$ cat config.mk
export PLATFORM = sky130hd
export DESIGN_NAME = aska_npg_core
export DESIGN_NICKNAME = d
export VERILOG_FILES = /design/src/rtl/aska_npg_pkg.sv /design/src/rtl/aska_npg_ramp.sv /design/src/rtl/aska_npg_core.sv
export SDC_FILE = /design/constraint.sdc
export NUM_CORES = 1
export LEC_CHECK = 0
export CAP_MARGIN = 20
export CORE_MARGIN = 2
export CORE_UTILIZATION = 49
export CTS_CLUSTER_SIZE = 14
export DETAILED_ROUTE_END_ITERATION = 16
export PLACE_DENSITY_LB_ADDON = 0.05
export SKIP_CTS_REPAIR_TIMING = 1
export SYNTH_ARGS = -nofsm -noshare
export SYNTH_HDL_FRONTEND = slang
export SYNTH_SLANG_ARGS = --single-unit
$ cat constraint.sdc
create_clock -name clk -period 5.91 [get_ports clk]
set_input_delay 0.8865 -clock clk [delete_from_list [all_inputs] [get_ports clk]]
set_output_delay 0.8865 -clock clk [all_outputs]
set_load 0.02 [all_outputs]
$ cat src/rtl/aska_npg_pkg.sv
// ASKA neuro-stimulation pulse generator: shared types and widths.
// Imported by the core and the amplitude ramp unit.
package aska_npg_pkg;

  localparam int AMP_W  = 6;
  localparam int N_ELEC = 4;
  localparam int FRAC_W = 4;
  localparam int ACC_W  = 12;
  localparam int FREQ_W = 12;
  localparam int PD_W   = 3;
  localparam int RAMP_W = 6;
  localparam int RF_W   = 10;
  localparam int ON_W   = 8;
  localparam int CNT_W  = 10;

  typedef enum logic [1:0] {
    IDLE = 2'd0,
    ON   = 2'd1,
    OFF  = 2'd2
  } npg_state_e;

  function automatic logic sel_unsafe(
    input logic [N_ELEC-1:0] a,
    input logic [N_ELEC-1:0] b
  );
    return (|(a & b)) | ~(|a) | ~(|b);
  endfunction

endpackage

$ cat src/rtl/aska_npg_ramp.sv
// Per-pulse amplitude: saturating 6.4 fixed-point ramp-up accumulator.
// Build option RAMP_DOWN_EN mirrors the ramp at the end of each ON burst.
module aska_npg_ramp
  import aska_npg_pkg::*;
(
  input  logic              clk,
  input  logic              rst_n,
  input  logic              clr_i,
  input  logic              start_i,
  input  logic              step_i,
  input  logic [AMP_W-1:0]  amplitude_i,
  input  logic [RF_W-1:0]   ramp_factor_i,
  input  logic [RAMP_W-1:0] ramp_i,
  input  logic [CNT_W-1:0]  k_i,
  input  logic [ON_W-1:0]   on_time_i,
  output logic [AMP_W-1:0]  amp_now_o
);

  logic [ACC_W-1:0] acc_q;
  logic [ACC_W-1:0] acc_d;
  logic [ACC_W-1:0] base;
  logic [ACC_W-1:0] lim;
  logic [ACC_W:0]   sum;
  logic [ACC_W-1:0] acc_nxt;

  logic [ACC_W-FRAC_W-1:0] acc_hi;
  logic [AMP_W-1:0]        up_min;
  logic [AMP_W-1:0]        amp_up;
  logic                    in_up;

  assign lim = {{(ACC_W-AMP_W-FRAC_W){1'b0}},
                amplitude_i,
                {FRAC_W{1'b0}}};

  // A new burst restarts from zero so pulse 0 gets one step.
  assign base    = start_i ? '0 : acc_q;
  assign sum     = {1'b0, base} + (ACC_W+1)'(ramp_factor_i);
  assign acc_nxt = (sum > {1'b0, lim}) ? lim : sum[ACC_W-1:0];

  always_comb begin
    acc_d = acc_q;
    if (clr_i) begin
      acc_d = '0;
    end else if (start_i || step_i) begin
      acc_d = acc_nxt;
    end
  end

  always_ff @(posedge clk or negedge rst_n) begin
    if (!rst_n) begin
      acc_q <= '0;
    end else begin
      acc_q <= acc_d;
    end
  end

  assign acc_hi = acc_q[ACC_W-1:FRAC_W];
  assign up_min = (acc_hi > (ACC_W-FRAC_W)'(amplitude_i))
                ? amplitude_i
                : acc_hi[AMP_W-1:0];
  assign in_up  = (ramp_i != '0) &&
                  (k_i < CNT_W'(ramp_i));
  assign amp_up = in_up ? up_min : amplitude_i;

`ifdef RAMP_DOWN_EN
  logic [CNT_W-1:0]    rem;
  logic [2*RF_W-1:0]   dn_prod;
  logic [2*RF_W-5:0]   dn_hi;
  logic [AMP_W-1:0]    dn_min;
  logic                in_dn;
  logic                unused_dn;

  assign rem     = CNT_W'(on_time_i) - k_i;
  assign dn_prod = (2*RF_W)'(rem) * (2*RF_W)'(ramp_factor_i);
  assign dn_hi   = dn_prod[2*RF_W-1:FRAC_W];
  assign dn_min  = (dn_hi > (2*RF_W-4)'(amplitude_i))
                 ? amplitude_i
                 : dn_hi[AMP_W-1:0];
  assign in_dn   = (ramp_i != '0) &&
                   (k_i < CNT_W'(on_time_i)) &&
                   ((k_i + CNT_W'(ramp_i)) >= CNT_W'(on_time_i));
  assign unused_dn = ^dn_prod[FRAC_W-1:0];

  // Overlapping ramps take the lower of the two envelopes.
  assign amp_now_o = (in_dn && (dn_min < amp_up)) ? dn_min : amp_up;
`else
  logic unused_dn;
  assign unused_dn = ^on_time_i;
  assign amp_now_o = amp_up;
`endif

endmodule

$ cat src/rtl/aska_npg_core.sv
// ASKA biphasic pulse generator: IDLE/ON/OFF burst sequencer,
// period/pulse counters and Moore decode of switches and DAC code.
module aska_npg_core
  import aska_npg_pkg::*;
(
  input  logic              clk,
  input  logic              resetn,
  input  logic [AMP_W-1:0]  amplitude,
  input  logic [FREQ_W-1:0] freq,
  input  logic [PD_W-1:0]   phaseDuration,
  input  logic [RAMP_W-1:0] ramp,
  input  logic [RF_W-1:0]   ramp_factor,
  input  logic [ON_W-1:0]   ON_time,
  input  logic [CNT_W-1:0]  OFF_time,
  input  logic [N_ELEC-1:0] electrode1,
  input  logic [N_ELEC-1:0] electrode2,
  input  logic              enable,
  output logic [N_ELEC-1:0] up_switches,
  output logic [N_ELEC-1:0] down_switches,
  output logic [AMP_W-1:0]  DAC
);

  npg_state_e        state_q;
  npg_state_e        state_d;
  logic [FREQ_W-1:0] pc_q;
  logic [FREQ_W-1:0] pc_d;
  logic [CNT_W-1:0]  k_q;
  logic [CNT_W-1:0]  k_d;

  logic [FREQ_W-1:0] pd_x;
  logic [FREQ_W-1:0] min_per;
  logic [FREQ_W-1:0] per;
  logic [FREQ_W-1:0] per_m1;
  logic              wrap;
  logic [CNT_W:0]    k_inc;
  logic              on_done;
  logic              off_done;

  logic              r_clr;
  logic              r_start;
  logic              r_step;
  logic [AMP_W-1:0]  amp_now;

  // The period always fits both phases, the gap and one idle slot.
  assign pd_x    = FREQ_W'(phaseDuration);
  assign min_per = (pd_x << 1) + FREQ_W'(2);
  assign per     = (freq > min_per) ? freq : min_per;
  assign per_m1  = per - FREQ_W'(1);
  assign wrap    = (pc_q >= per_m1);

  assign k_inc    = {1'b0, k_q} + (CNT_W+1)'(1);
  assign on_done  = (k_inc >= (CNT_W+1)'(ON_time));
  assign off_done = (k_inc >= (CNT_W+1)'(OFF_time));

  always_comb begin
    state_d = state_q;
    pc_d    = pc_q;
    k_d     = k_q;
    r_clr   = 1'b0;
    r_start = 1'b0;
    r_step  = 1'b0;
    if (!enable) begin
      state_d = IDLE;
      pc_d    = '0;
      k_d     = '0;
      r_clr   = 1'b1;
    end else begin
      unique case (state_q)
        IDLE: begin
          pc_d = '0;
          k_d  = '0;
          if (ON_time == '0) begin
            state_d = OFF;
          end else begin
            state_d = ON;
            r_start = 1'b1;
          end
        end
        ON: begin
          if (wrap) begin
            pc_d = '0;
            if (on_done) begin
              k_d = '0;
              if (OFF_time == '0) begin
                r_start = 1'b1;
              end else begin
                state_d = OFF;
              end
            end else begin
              k_d    = k_inc[CNT_W-1:0];
              r_step = 1'b1;
            end
          end else begin
            pc_d = pc_q + FREQ_W'(1);
          end
        end
        OFF: begin
          if (wrap) begin
            pc_d = '0;
            if (off_done) begin
              k_d = '0;
              if (ON_time != '0) begin
                state_d = ON;
                r_start = 1'b1;
              end
            end else begin
              k_d = k_inc[CNT_W-1:0];
            end
          end else begin
            pc_d = pc_q + FREQ_W'(1);
          end
        end
        default: begin
          state_d = IDLE;
          pc_d    = '0;
          k_d     = '0;
          r_clr   = 1'b1;
        end
      endcase
    end
  end

  always_ff @(posedge clk or negedge resetn) begin
    if (!resetn) begin
      state_q <= IDLE;
      pc_q    <= '0;
      k_q     <= '0;
    end else begin
      state_q <= state_d;
      pc_q    <= pc_d;
      k_q     <= k_d;
    end
  end

  aska_npg_ramp u_ramp (
    .clk           (clk),
    .rst_n         (resetn),
    .clr_i         (r_clr),
    .start_i       (r_start),
    .step_i        (r_step),
    .amplitude_i   (amplitude),
    .ramp_factor_i (ramp_factor),
    .ramp_i        (ramp),
    .k_i           (k_q),
    .on_time_i     (ON_time),
    .amp_now_o     (amp_now)
  );

  logic active;
  logic phase_a;
  logic phase_b;

  assign active  = (state_q == ON) &&
                   !sel_unsafe(electrode1, electrode2);
  assign phase_a = (pc_q < pd_x);
  assign phase_b = (pc_q > pd_x) && (pc_q <= (pd_x << 1));

  always_comb begin
    up_switches   = '0;
    down_switches = '0;
    DAC           = '0;
    if (active) begin
      unique case (1'b1)
        phase_a: begin
          up_switches   = electrode1;
          down_switches = electrode2;
          DAC           = amp_now;
        end
        phase_b: begin
          up_switches   = electrode2;
          down_switches = electrode1;
          DAC           = amp_now;
        end
        default: begin
          up_switches   = '0;
          down_switches = '0;
          DAC           = '0;
        end
      endcase
    end
  end

endmodule

==> results of run 1 <==
## synth_stat cells, drive strengths merged (10+ instances only)
master	n	share of area, %
nor2b	10	1.4
inv	51	4.4
nand2	49	4.2
xor2	23	4.6
o21ai	28	3.2
nor2	56	4.9
xnor2	13	2.6
and3	10	1.5
nand3	21	2.4
a21oi	28	3.2
ha	75	21
a21o	12	2.1
dfrtp	36	21
nand4	15	2.3
and2	11	1.6
nor4	12	1.7
## per-layer routing
metal	wire length [um]	up-vias	part of all wire, %	GRT usage (%)
li1	-	2300	-	-
met1	5445	2185	45	33.41
met2	6011	107	50	42.86
met3	538	15	4.4	2.837
met4	127	0	1.0	5.163
met5	0	-	0	0
## metrics by stage
step                      worst slack (ps)  hold WS [ps]
after floorplan                      -1618         454.7
final                                -1638         520.5
after detailed placement             -2480         511.2
after CTS                            -2202         521.3
after global placement               -2253         487.2
after global routing                 -2056         556.4
## state kept, by name (all words and copies together), names as in the netlist
name,count
u_ramp.acc_q,12
state_q,2
k_q,10
pc_q,12
## cells in the final DEF, fill, tap and decap left out, types with 12 or more instances in the layout
cell type / n
nor4_1: 12
dfrtp_1: 36
nand4_1: 14
a21oi_1: 22
nand2_1: 49
clkdlybuf4s50_1: 75
o21ai_0: 25
ha_1: 70
a21o_1: 12
buf_4: 77
nor2_1: 54
nand3_1: 20
inv_1: 49
xor2_1: 22
xnor2_1: 13
## power groups by stage
stage               clock (uW)  sequential (uW)  combinational, uW
floorplan                    0              315                565
global placement             0              323                915
detailed placement           0              326                944
CTS                        222              321                950
global route               233              329               1130
finish                     219              323               1030
## layout make-up
class                      count  area (um^2)
inverter                      51        193.9
tap                          108        135.1
timing repair buffer         158         1399
sequential                    36        900.9
clock inverter                 2        35.03
fill                         726         2527
clock buffer                   6        72.57
multi-input combinational    455         3415
## logic make-up (layout without fill, tap and decap cells)
family	Yosys count	count (layout)	synth area share, %
muxes	12	12	2.836
xor gates and xnor gates	36	36	7.219
buffers and inverters	59	217	5.127
adders and majority gates	76	76	21.94
and+or+nand+nor	210	210	24.23
AOI/OAI and AO/OA	121	121	18.02
DFF	36	36	20.62
## final timing paths
| kind | startpoint | endpoint | slack, ps | depth (start not counted) |
|---|---|---|---|---|
| worst max-delay path | phaseDuration[0] | u_ramp.acc_q[5]$_DFFE_PN0P_ | -1640 | 38 |
| worst min-delay path | pc_q[0]$_DFF_PN0_ | pc_q[0]$_DFF_PN0_ | 520 | 1 |
| worst max register to register | k_q[4]$_DFFE_PN0P_ | u_ramp.acc_q[5]$_DFFE_PN0P_ | -10 | 27 |
| worst min register to register | pc_q[0]$_DFF_PN0_ | pc_q[0]$_DFF_PN0_ | 520 | 1 |
| max in group asynchronous | resetn | pc_q[1]$_DFF_PN0_ | 4550 | 2 |
| min in group asynchronous | resetn | u_ramp.acc_q[3]$_DFFE_PN0P_ | 1010 | 2 |
## critical path: cells and delay by family
| family | cells | cell delay [ps] |
|---|---|---|
| and+or+nand+nor | 8 | 1680 |
| adders and majority gates | 7 | 1610 |
| AOI/OAI and AO/OA | 18 | 2920 |
| buffers and inverters | 3 | 200 |
| xor gates and xnor gates | 2 | 380 |
==> qor.yml, run 1 <==
final_layout:
  diodes: 0
  area_growth_pct: 40.82
  nets: 849
  final_area_um2: 6151
  finalNonFillerCells: 816
  drive_above_1_share_pct: 16.95
  final_core_utilization_pct: 70.88
floorplanning:
  die_area_um2: 9686
  core_area_um2: 8678
  num_rows: 34
  die_w_um: 98.42
  start_util_pct: 50.33
  die_h_um: 98.42
  ios: 80
synthesis:
  syn_inst: 550
  syn-num-nets: 692
  synthArstFlopShare_pct: 100.0
  yosysUniqueCellTypes: 54
  ys_ff_latch: 36
  ys.flop_type: "dfrtp_1"
  synth_edf_count: 0
  syn_avg_cell_area_um2: 7.942
  synth_seq_area_share_pct: 20.62
  synth_warnings: 0
  netlist_area_um2: 4368
place:
  place_area_um2: 5914
  dp.final_hpwl_um: 9867
  dp_cells: 805
  io_buffers: 79
  gp_congestion: 0.8820
global_routing:
  grt_pass1_vias: 4553
  grt_max_degree: 37
  grtUsageTotal_pct: 24.71
  antenna_found_initial: 0
  grt_overflow: 0
  grt_first_pass_wirelength_um: 20280
route:
  drt_iter0_markers: 180
  vias_per_cell: 5.646
  route.detailed.drc: 0
  vias: 4607
  dr.pass1.iters: 5
  postRouteAntennaNets: 0
  drt-total-wl_um: 12120
  routedWlPerCell_um: 14.86
power:
  power.leakage_uw: 0.003081
  intPower_uw: 908.4
  swShare_pct: 42.08
  p_switching_uw: 660.0
  p_clk_share_pct: 13.9
  powerDensity_nw_per_um2: 255.0
  combPwrFrac_pct: 65.4
  power_uw: 1568
  vdd_ir_drop_max_mv: 0.1855
  seqPwrFrac_pct: 20.6
clock_tree:
  path_clk_slew_ps: 70
  cts_htree_levels: 2
  cts-root-buf: "clkbuf_8"
  cts_tree: "done"
  clock-sinks: 36
  clk_latency_ps: 290
  cts_max_path_buffers: 2
  cts_made_buffers: 5
timing:
  tightest_slew_ps: 842.3
  rsz0062_at_grt: "true"
  setup_viol: 10
  fin_tns_setup_ps: -16170
  max_freq_ghz: 0.1325
  finalCriticalPeriod_ps: 7548
  skew_ps: 10.97
  relSlewSlack_pct: 43.72
  worst_slack_ps: -1638
  timing.final.crit_share_pct: 127.7
  finalHoldViolations: 0
  slew_violations: 0
outcome:
  violations: "negative setup slack"
  status: "finished with violations"
run:
  maxCapViolations: 0
critical_path:
  cpPeakStageDelay_ps: 330
  slowest_stage: "nor4b_2"
  crit_arrival_ps: 7710
  critPathKind: "in -> reg"
  cp-start-kind: "input pin"
  worst_ep_required_time_ps: 6070
  worstPathMaxFanout: 6
  cp_common_cell: "a21oi_2"
  endpoint_kind: "register"
min_path:
  hold_path.class: "reg -> reg"
Note: power is estimated with default switching activity, not from simulation.
==> run 2, diff against run 1 <==
GPL_TIMING_DRIVEN = 0   (was default)
==> run 2 against run 1 <==
Largest cell class unchanged; setup slack got worse by 470 ps; non-clock buffer count fell by 50; core utilization fell by 3.5 points; the flow still finishes with violations (negative setup slack); critical path type unchanged.
==> qor.yml, run 2 (synthesis gave the netlist of run 1 again) <==
critical_path:
  critPathKind: "in -> reg"
  path_delay_family: "compound AO/OA/AOI/OAI gates"
  slowest_stage: "a221oi_4"
  worst_ep_required_time_ps: 6090  # +20 ps
  cp-start-kind: "input pin"
  endpoint_kind: "register"
  worstPathMaxFanout: 8  # +2
  path_buf_inv: 8  # +5
  cpPeakStageDelay_ps: 370  # +40 ps
  rrSetupSlack_ps: -630  # -620 ps
  rr_endpoint: "u_ramp.acc_q[9]$_DFFE_PN0P_"
  crit_arrival_ps: 8200  # +490 ps
  rr_worst_depth: 32  # +19%
  r2r_start: "k_q[0]$_DFFE_PN0P_"
route:
  wl_met3_um: 451  # -16%
  m1WireLength_um: 5400  # -0.83%
  met2_length_um: 5371  # -11%
  vias_per_cell: 5.685  # +0.70%
  postRouteAntennaNets: 0  # unchanged
  vias: 4355  # -5.5%
  drt_iter0_markers: 145  # -19%
  route.detailed.drc: 0  # unchanged
  routedWlPerCell_um: 14.88  # +0.15%
  drt-total-wl_um: 11400  # -6.0%
  dr.pass1.iters: 4  # -1
  routed.top_layer: "met4"
floorplanning:
  num_rows: 34  # unchanged
  die_h_um: 98.42  # unchanged
  start_util_pct: 50.33  # unchanged
  core_area_um2: 8678  # unchanged
  die_w_um: 98.42  # unchanged
  die_area_um2: 9686  # unchanged
  ios: 80  # unchanged
place:
  io_buffers: 78  # -1.3%
  dp.final_hpwl_um: 8819  # -11%
  place_area_um2: 5361  # -9.4%
  gp_congestion: 0.8702  # -1.3%
timing:
  finalHoldViolations: 0  # unchanged
  worst_slack_ps: -2106  # -468.1 ps
  rsz0062_at_grt: "true"
  fin_tns_setup_ps: -20100  # -3929 ps
  max_freq_ghz: 0.1247  # -5.8%
  finalCriticalPeriod_ps: 8016  # +468.1 ps
  skew_ps: 10.59  # -0.3753 ps
  tightest_slew_ps: 846.7  # +4.373 ps
  timing.final.crit_share_pct: 135.6  # +7.9 points
  setup_viol: 10  # unchanged
  slew_violations: 0  # unchanged
  relSlewSlack_pct: 43.43  # -0.29 points
final_layout:
  area_growth_pct: 33.77
  drive_above_1_share_pct: 11.70  # -5.2 points
  diodes: 0  # unchanged
  nets: 799  # -5.9%
  top_regs: "pc_q (12), u_ramp.acc_q (12), k_q (10)"
  final_cell_mix: "71 x clkdlybuf4s50_1, 68 x ha_1, 53 x nor2_1, 49 x inv_1, 49 x nand2_1"
  final_area_um2: 5843  # -5.0%
  final_common_cell: "clkdlybuf4s50_1"
clock_tree:
  cts_tree: "done"
  clk_latency_ps: 310  # +20 ps
  path_clk_slew_ps: 80  # about the same
  cts_made_buffers: 5  # unchanged
  cts_max_path_buffers: 2  # unchanged
  cts_htree_levels: 2  # unchanged
  clock-sinks: 36  # unchanged
  cts-root-buf: "clkbuf_8"
global_routing:
  grt_pass1_vias: 4066  # -11%
  grtUsageTotal_pct: 22.77  # -1.9 points
  grt_overflow: 0  # unchanged
  grt_max_degree: 37  # unchanged
  antenna_found_initial: 0  # unchanged
  grt_first_pass_wirelength_um: 18440  # -9.1%
min_path:
  hold_path.class: "reg -> reg"
  holdCritStartpoint: "pc_q[0]$_DFF_PN0_"
  hold_path_end: "pc_q[0]$_DFF_PN0_"
  worstHoldPathCells: 1  # unchanged
outcome:
  status: "finished with violations"
  violations: "negative setup slack"
power:
  power.leakage_uw: 0.002819  # -8.5%
  powerDensity_nw_per_um2: 249.0  # -2.4%
  vdd_ir_drop_max_mv: 0.1988  # +7.2%
run:
  maxCapViolations: 0  # unchanged
## run 2: cell count changes in the layout (fill, tap and decap cells not counted), sizes merged
| cell | previous run | this run |
|---|---|---|
| buf | 81 | 26 |
| clkbuf | 6 | 13 |
| clkdlybuf4s50 | 75 | 71 |
| clkinvlp | 0 | 1 |
| dlymetal6s2s | 2 | 3 |
## run 2: area by class of cell
class	instances	area, um^2
Tap cell	108	135.1
Clock buffer	5	68.82
Buffer	8	32.53
Timing Repair Buffer	100	969.7
Clock inverter	3	42.54
Inverter	51	193.9
Sequential cell	36	900.9
Multi-Input combinational cell	455	3500
Fill cell	743	2835
## run 2: worst max-delay path by stage
| stage | cells after the start | from | end |
|---|---|---|---|
| 2_1_floorplan | 39 | phaseDuration[1] | u_ramp.acc_q[4]$_DFFE_PN0P_ |
| 3_3_place_gp | 40 | phaseDuration[0] | u_ramp.acc_q[4]$_DFFE_PN0P_ |
| 3_5_place_dp | 40 | phaseDuration[0] | u_ramp.acc_q[4]$_DFFE_PN0P_ |
| 4_1_cts | 40 | phaseDuration[0] | u_ramp.acc_q[4]$_DFFE_PN0P_ |
| 5_1_grt | 43 | phaseDuration[1] | u_ramp.acc_q[9]$_DFFE_PN0P_ |
| 6_report | 44 | phaseDuration[1] | u_ramp.acc_q[9]$_DFFE_PN0P_ |
## run 2: where the power goes
part	leakage, uW	internal (uW)	switching (uW)
clock	0.0000541	125	101
sequential	0.000494	284	40.8
combinational	0.00227	408	496
total	0.00282	817	638
## run 2: metrics by stage
stage                     hold slack [ps]  std cells  utilization (%)  power (uW)  setup WS (ps)
after CTS                           513.5        744            63.06        1338          -3169
after global placement              487.4        736            61.84        1091          -3316
after floorplan                     454.7        550                -       879.2          -1618
after detailed placement            501.9        736            61.78        1110          -3417
after global routing                530.6        766            67.33        1575          -2468
final                               506.4        766            67.33        1455          -2106
## run 2: worst register-to-register path: cells and delay by family (launching register included)
family	cells	cell delay, ps
compound gates	14	2720
xor+xnor	2	530
fa+ha+maj	4	1210
buf+inv	4	540
flops	1	510
simple gates	8	910
## run 2: metal layers
layer | vias to the layer above | GRT usage (%)
met2 | 83 | 38.88
met3 | 17 | 3.050
li1 | 2202 | -
met1 | 2053 | 30.82
met5 | - | 0
met4 | 0 | 5.374
==> run 3, diff against run 2 <==
CORE_MARGIN = 5   (was 2)
CORE_UTILIZATION = 40   (was 49)
HOLD_SLACK_MARGIN = 0.12   (was default)
==> run 3 against run 2 <==
The run still ends with negative setup slack left; highest routed layer unchanged; setup slack improved by 290 ps; hold slack got worse by 9.2 ps; clock-buffer cell count rose by 1; flip-flop and latch count did not move; largest power group unchanged; sequential share of layout area rose by 0.24 points.
==> qor.yml, run 3 (synthesis gave the netlist of run 1 again) <==
timing:
  tightest_slew_ps: 842.9  # -3.780 ps
  relSlewSlack_pct: 43.80  # +0.37 points
  max_freq_ghz: 0.1294  # +3.7%
  finalHoldViolations: 0  # unchanged
  rsz0062_at_grt: "true"
  skew_ps: 3.627  # -6.965 ps
  finalCriticalPeriod_ps: 7731  # -285.6 ps
  worst_slack_ps: -1821  # +285.6 ps
  fin_tns_setup_ps: -17660  # +2444 ps
  setup_viol: 10  # unchanged
  timing.final.crit_share_pct: 130.8  # -4.8 points
  slew_violations: 0  # unchanged
critical_path:
  path_delay_family: "compound AO/OA/AOI/OAI gates"
  critPathKind: "in -> reg"
  path_buf_inv: 5  # -3
  rr_endpoint: "u_ramp.acc_q[6]$_DFFE_PN0P_"
  crit_end: "u_ramp.acc_q[6]$_DFFE_PN0P_"
  worst_ep_required_time_ps: 6080  # about the same
  rr_worst_depth: 28  # -13%
  worstPathMaxFanout: 7  # -1
  slowest_stage: "a221oi_2"
  cp-startpoint: "phaseDuration[0]"
  cpPeakStageDelay_ps: 380  # about the same
  rrSetupSlack_ps: -350  # +280 ps
  crit_arrival_ps: 7900  # -300 ps
  r2r_start: "k_q[0]$_DFFE_PN0P_"
  path_depth: 40  # -9.1%
  cp-start-kind: "input pin"
  endpoint_kind: "register"
floorplanning:
  die_h_um: 114.5  # +16%
  die_area_um2: 13110  # +35%
  start_util_pct: 40.47  # -9.9 points
  num_rows: 38  # +12%
  die_w_um: 114.5  # +16%
  ios: 80  # unchanged
  core_area_um2: 10790  # +24%
place:
  io_buffers: 78  # unchanged
  dp.final_hpwl_um: 9282  # +5.2%
  gp_congestion: 0.8544  # -1.8%
  dp_cells: 768  # +4.3%
run:
  maxCapViolations: 0  # unchanged
final_layout:
  nets: 796  # -0.38%
  diodes: 0  # unchanged
  final_cell_mix: "72 x clkdlybuf4s50_1, 69 x ha_1, 55 x nor2_1, 49 x inv_1, 49 x nand2_1"
  finalNonFillerCells: 795  # +3.8%
  final_common_cell: "clkdlybuf4s50_1"
  nFillCells: 1069  # +44%
  top_regs: "pc_q (12), u_ramp.acc_q (12), k_q (10)"
  drive_above_1_share_pct: 9.160  # -2.5 points
  area_growth_pct: 31.68
  final_core_utilization_pct: 53.29  # -14 points
clock_tree:
  clk_latency_ps: 290  # -20 ps
  path_clk_slew_ps: 80  # about the same
  cts-root-buf: "clkbuf_8"
  clock-sinks: 36  # unchanged
  cts_made_buffers: 5  # unchanged
  cts_max_path_buffers: 2  # unchanged
  cts_htree_levels: 2  # unchanged
  cts_tree: "done"
global_routing:
  grtUsageTotal_pct: 16.98  # -5.8 points
  grt_pass1_vias: 4056  # -0.25%
  antenna_found_initial: 0  # unchanged
  grt_first_pass_wirelength_um: 18630  # +1.1%
  grt_overflow: 0  # unchanged
  grt_max_degree: 37  # unchanged
route:
  postRouteAntennaNets: 0  # unchanged
  dr.pass1.iters: 4  # unchanged
  drt-total-wl_um: 11560  # +1.4%
  vias: 4266  # -2.0%
  drt_iter0_markers: 241  # +66%
  vias_per_cell: 5.366  # -5.6%
  routedWlPerCell_um: 14.54  # -2.3%
  route.detailed.drc: 0  # unchanged
power:
  intPower_uw: 763.3  # -6.6%
  swShare_pct: 44.41  # +0.57 points
  seqPwrFrac_pct: 23.7  # +1.4 points
  vdd_ir_drop_max_mv: 0.1374  # -31%
  p_switching_uw: 609.8  # -4.4%
  p_clk_share_pct: 13.8  # -1.7 points
  power.leakage_uw: 0.002802  # -0.61%
  combPwrFrac_pct: 62.5  # +0.3 points
  powerDensity_nw_per_um2: 238.7  # -4.1%
outcome:
  status: "finished with violations"
  violations: "negative setup slack"
min_path:
  hold_path.class: "reg -> reg"
run 3: worst register-to-register path: cells and delay by family, from the launching register on:
family | cells | cell delay, ps
flip-flops | 1 | 500
XOR/XNOR | 2 | 470
AND/OR/NAND/NOR | 5 | 780
AO/OA/AOI/OAI | 16 | 3120
buffers and inverters | 1 | 60
adder cells (fa/ha/maj) | 4 | 1190
run 3: area by class of cell:
cell class,instances,area [um^2],area share [%]
well taps,140,175.2,3.045
clock buffers,6,82.58,1.436
inverters,51,193.9,3.372
plain buffers,8,32.53,0.5656
clock inverters,2,10.01,0.1740
repair buffers,97,944.7,16.42
flip-flops and latches,36,900.9,15.66
multi-input cells,455,3412,59.32
run 3: power by group through the flow:
| stage | Combinational (uW) | Sequential [uW] | Clock, uW |
|---|---|---|---|
| after floorplan | 565 | 315 | 0 |
| after global placement | 769 | 328 | 0 |
| after detailed placement | 781 | 330 | 0 |
| after CTS | 785 | 326 | 194 |
| after global routing | 954 | 332 | 204 |
| final | 858 | 325 | 190 |
run 3: worst min path at each step:
stage | start | end | slack (ps) | depth (start not counted)
after floorplan | pc_q[0]$_DFF_PN0_ | pc_q[0]$_DFF_PN0_ | 450 | 1
after global placement | pc_q[0]$_DFF_PN0_ | pc_q[0]$_DFF_PN0_ | 490 | 1
after detailed placement | pc_q[0]$_DFF_PN0_ | pc_q[0]$_DFF_PN0_ | 500 | 1
after CTS | pc_q[0]$_DFF_PN0_ | pc_q[0]$_DFF_PN0_ | 510 | 1
after global routing | pc_q[0]$_DFF_PN0_ | pc_q[0]$_DFF_PN0_ | 520 | 1
final | pc_q[0]$_DFF_PN0_ | pc_q[0]$_DFF_PN0_ | 500 | 1
run 3: metal layers:
metal  share of wire, %  track usage (%)
met5                  0                0
met2                 46            28.09
met3                5.1            2.431
met4               0.89            2.850
met1                 48            23.82
run 3: per-stage QoR:
stage	cell area (um^2)	total power [uW]	hold slack, ps	worst slack, ps
6_report	5752	1373	497.2	-1821
5_1_grt	5752	1490	523.0	-2149
4_1_cts	5494	1304	507.4	-3139
3_5_place_dp	5401	1111	497.0	-3416
3_3_place_gp	5406	1098	486.4	-3323
2_1_floorplan	4451	879.2	454.7	-1618
